===== src/rtl/gat_layer_scheduler.sv =====
// gat_layer_scheduler: sequences one GAT layer pass from load-gated start to subgraph-count completion, with watchdog.
module gat_layer_scheduler #(
  parameter int TOP_WIDTH     = 32,
  parameter int NUM_SUBGRAPHS = 2708,
  parameter int TIMEOUT_W     = 24
) (
  input  logic                 clk,
  input  logic                 rst,
  input  logic                 gat_start,
  input  logic                 gat_layer,
  input  logic                 gat_abort,
  input  logic                 h_data_bram_load_done,
  input  logic                 h_node_info_bram_load_done,
  input  logic                 wgt_bram_load_done,
  input  logic                 subgraph_done,
  output logic                 layer_start,
  output logic                 layer_sel,
  output logic                 gat_busy,
  output logic                 gat_ready,
  output logic                 gat_error,
  output logic [TOP_WIDTH-1:0] gat_debug_1,
  output logic [TOP_WIDTH-1:0] gat_debug_2,
  output logic [TOP_WIDTH-1:0] gat_debug_3
);
  localparam int CNT_W = $clog2(NUM_SUBGRAPHS + 1);
  typedef enum logic [2:0] {IDLE, WAIT_LOAD, START, RUN, DONE, ERR} state_t;
  state_t               state_q, state_d;
  logic                 layer_q, layer_d, spur_q, spur_d;
  logic [CNT_W-1:0]     cnt_q, cnt_d;
  logic [TIMEOUT_W-1:0] wd_q, wd_d, wd_inc;
  logic [TOP_WIDTH-1:0] cyc_q, cyc_d;
  logic                 ls_q, busy_q, ready_q, error_q;
  logic                 accept, abort, load_ok, last, active;
  assign accept  = gat_start && (state_q == IDLE || state_q == DONE);
  assign abort   = gat_abort && state_q != IDLE;
  // conv2 reads the conv1 feature BRAM, so the h_data load only gates conv1
  assign load_ok = h_node_info_bram_load_done && wgt_bram_load_done && (layer_q || h_data_bram_load_done);
  assign last    = subgraph_done && cnt_q == CNT_W'(NUM_SUBGRAPHS - 1);
  assign active  = state_q == WAIT_LOAD || state_q == START || state_q == RUN;
  assign wd_inc  = wd_q + 1'b1;
  always_comb begin
    state_d = state_q;
    layer_d = layer_q;
    cnt_d   = cnt_q;
    wd_d    = wd_q;
    cyc_d   = cyc_q;
    spur_d  = spur_q;
    if (abort) state_d = IDLE;
    else if (accept) begin
      state_d = WAIT_LOAD;
      layer_d = gat_layer;
      cnt_d   = '0;
      wd_d    = '0;
      cyc_d   = '0;
      spur_d  = 1'b0;
    end else begin
      spur_d = spur_q || (subgraph_done && state_q != RUN);
      cyc_d  = (active && !(&cyc_q)) ? cyc_q + 1'b1 : cyc_q;
      case (state_q)
        WAIT_LOAD: state_d = load_ok ? START : WAIT_LOAD;
        START:     state_d = RUN;
        RUN: begin
          cnt_d   = subgraph_done ? cnt_q + 1'b1 : cnt_q;
          wd_d    = subgraph_done ? '0 : wd_inc;
          // completion beats a timeout landing on the same cycle
          state_d = last ? DONE : (!subgraph_done && &wd_inc) ? ERR : RUN;
        end
        default: ;
      endcase
    end
  end
  always_ff @(posedge clk) begin
    if (rst) begin
      state_q <= IDLE;
      layer_q <= 1'b0;
      spur_q  <= 1'b0;
      cnt_q   <= '0;
      wd_q    <= '0;
      cyc_q   <= '0;
      ls_q    <= 1'b0;
      busy_q  <= 1'b0;
      ready_q <= 1'b0;
      error_q <= 1'b0;
    end else begin
      state_q <= state_d;
      layer_q <= layer_d;
      spur_q  <= spur_d;
      cnt_q   <= cnt_d;
      wd_q    <= wd_d;
      cyc_q   <= cyc_d;
      ls_q    <= state_d == START;
      busy_q  <= state_d == WAIT_LOAD || state_d == START || state_d == RUN;
      ready_q <= state_d == DONE;
      error_q <= state_d == ERR;
    end
  end
  assign layer_start = ls_q;
  assign layer_sel   = layer_q;
  assign gat_busy    = busy_q;
  assign gat_ready   = ready_q;
  assign gat_error   = error_q;
  assign gat_debug_1 = TOP_WIDTH'({spur_q, layer_q, state_q});
  assign gat_debug_2 = TOP_WIDTH'(cnt_q);
  assign gat_debug_3 = cyc_q;
endmodule

===== config.mk =====
export PLATFORM = sky130hd
export DESIGN_NAME = gat_layer_scheduler
export DESIGN_NICKNAME = d
export VERILOG_FILES = /design/src/rtl/gat_layer_scheduler.sv
export SDC_FILE = /design/constraint.sdc
export NUM_CORES = 1
export LEC_CHECK = 0
export BUFFER_PORTS_ARGS = -buffer_cell sky130_fd_sc_hd__buf_4
export CORE_ASPECT_RATIO = 2
export CORE_MARGIN = 4
export CORE_UTILIZATION = 45
export DETAILED_ROUTE_END_ITERATION = 10
export PLACE_DENSITY_LB_ADDON = 0.05
export REMOVE_ABC_BUFFERS = 1
export SLEW_MARGIN = 20
export SYNTH_ARGS = -nofsm -noshare
export SYNTH_HDL_FRONTEND = slang
export SYNTH_SLANG_ARGS = --single-unit

===== constraint.sdc =====
create_clock -name clk -period 6.5 [get_ports clk]
set_input_delay 0 -clock clk [delete_from_list [all_inputs] [get_ports clk]]
set_output_delay 0 -clock clk [all_outputs]
set_load 0.05 [all_outputs]

==> reports/results.ini <==
[worst_hold_path]
hp-start=subgraph_done
hold_class=input port to flip-flop

[worst_setup_path]
required_ps=6780
critPathMaxStageDelay_ps=600
critPathArrivalTime_ps=3000
start_kind=flip-flop
slowest_stage=dfxtp_1
critPathKind=flip-flop to flip-flop
rr_startpoint=state_q[2]
path_common_cell=nand2_1
cp-end-kind=flip-flop
crit_start=state_q[2]
path_buf_inv=1
path_cells=nand2_1, nand2_1, nand2b_1, buf_4, or4_1, nand2_1
crit_family=simple AND/OR/NAND/NOR gates
path_max_fanout=23

[timing]
skew_ps=4.41
tns_ps=0
period_minus_slack_ps=2720
fmax_ghz=0.368
worstMarginPinSlew_ps=935
rsz0062_at_grt=no
fin_crit_sh=0.418
timing.final.max_slew_violations=0
hold_viol=0
finalSetupViolations=0
slew_headroom=0.371

[routing]
dr.first_iter.drc_count=196
vias_per_cell=5.51
dr.pass1.iters=5
ant_nets=0
wl_per_cell_um=16.9
routed_wl_mm=12.5
drc=0
vias=4092

[power_and_ir_drop]
power_leakage_nw=1.91
power_density_nw_per_um2=227
power_frac_seq=0.413
p_int_mw=0.851
power_frac_clock=0.456
swShare=0.277
ir_worst_vdd_mv=0.137
p_comb_frac=0.131
net-switching-power_mw=0.325

[die]
io_pins=110
die_area_um2=11800
num_rows=51
die_h_um=150
dieWidth_um=78.8
core_um2=9760
initial_core_util=0.462

[global_route]
gr-total-overflow=0
grt_pass1_wl_mm=19.3
grt_pass1_vias=3867
grt_max_degree=39
antenna_found_initial=0
grt_use_total=0.209

[clock_tree]
clkLatencyLatePin_ps=330
cts_max_level=3
cts_setup_buffers=0
clockBufferDepth=2
cts_tree=yes
hold_buffers=1
cts_resized=0
cts_buffers=9
cts_sinks=77
clockRootBuffer=clkbuf_16
clkTransAtPathRegs_ps=60

[cells_and_area]
drive_gt1_frac=0.166
diodes=0
final_common_cell=dfxtp_1
layout_common_cells=dfxtp_1, nor2_1, buf_4
fin_area_um2=5190
fin_nets=619
syn_to_final_growth_pct=15.2
finalNonFillerCells=742
nFillCells=1000

[synth]
ys_seq_elements=77
async_reset_ff_frac=0
synth_warnings=0
ys_seq_area_frac=0.342
ys_types=60
avgSynthCellArea_um2=8.06
ys.flop_type=dfxtp_1
synth-edff-count=0
synth_area_um2=4510
synthCells=559

[placement]
place_area_um2=4870
portBuffers=62
placed_cells=726
place.gp.congestion=0.885
dp_hpwl_mm=9.28

[run]
timing.max_cap.violations=0

[status]
status=complete, no violations

synthesized netlist by cell type, drive strengths merged (4+ instances only):
cell type	count	area share
dfxtp	77	0.34
nor2	73	0.061
buf	53	0.086
nand2	36	0.030
a21oi	31	0.034
o21ai	28	0.031
xor2	27	0.052
clkbuf	26	0.022
nand3	25	0.028
nand4	18	0.028
xnor2	15	0.029
nor4	13	0.018
nor3	12	0.014
o2111ai	10	0.019
and3	9	0.012
inv	9	0.0075
a211oi	8	0.014
a311oi	8	0.016
or3	7	0.010
nand2b	6	0.0083
a41oi	5	0.0097
and4	5	0.0097
a2111oi	4	0.012
a31oi	4	0.0056
ha	4	0.011
nor4bb	4	0.0089
o211ai	4	0.0067
or2	4	0.0056
cell families after synthesis:
family | share of synthesized area
simple gates | 0.268
compound gates | 0.168
buf+inv | 0.115
flops | 0.342
xor+xnor | 0.0816
mux | 0.0125
fa+ha+maj | 0.0111
other cells | 0.000832
worst paths after layout:
path	to	slack, ps	cells after the start
max reg2reg	gat_debug_3[16]	3780	6
min reg2reg	spur_q	510	2
min	spur_q	20	3
max	gat_debug_3[16]	3780	6
layout make-up:
| cell class | instances | area (um2) | area share |
|---|---|---|---|
| clock inverters | 4 | 72.6 | 0.0140 |
| multi-input cells | 440 | 2620 | 0.504 |
| inverters | 9 | 33.8 | 0.00650 |
| flip-flops and latches | 77 | 1540 | 0.297 |
| repair buffers | 69 | 520 | 0.100 |
| clock buffers | 11 | 243 | 0.0467 |
| well taps | 132 | 165 | 0.0318 |
routing by layer:
layer | GRT usage | up-vias | part of all wire
met5 | 0 | - | 0
met4 | 0.0832 | 0 | 0.024
met3 | 0.0398 | 23 | 0.038
met2 | 0.424 | 88 | 0.59
met1 | 0.195 | 1955 | 0.34
li1 | - | 2026 | -
worst min-delay path, cell delays in order:
cell	delay [ps]
buf_4	150
a21oi_1	80
nor2_1	80
sequential cells by signal, summed over array words and instances, names as in the netlist:
register and count:
gat_busy 1, gat_debug_3 32, gat_error 1, state_q 3
layer_sel 1, spur_q 1, layer_start 1, cnt_q 12
gat_ready 1, wd_q 24
power by group through the flow:
stage,registers [mW],logic [mW],clock network [mW]
floorplan,0.510,0.0999,0
global placement,0.495,0.152,0
detailed placement,0.496,0.153,0
CTS,0.485,0.154,0.550
global route,0.486,0.164,0.567
finish,0.485,0.154,0.537
per-stage QoR:
step / hold WS [ps] / utilization / total power, mW / worst slack [ps]
finish: 18.0 / 0.532 / 1.18 / 3780
CTS: 4.97 / 0.532 / 1.19 / 3780
floorplan: 64.6 / - / 0.610 / 3860
global placement: 261 / 0.499 / 0.647 / 3820
global route: 22.9 / 0.532 / 1.22 / 3570
detailed placement: 272 / 0.499 / 0.648 / 3790
Power figures use the tool's default switching activity.
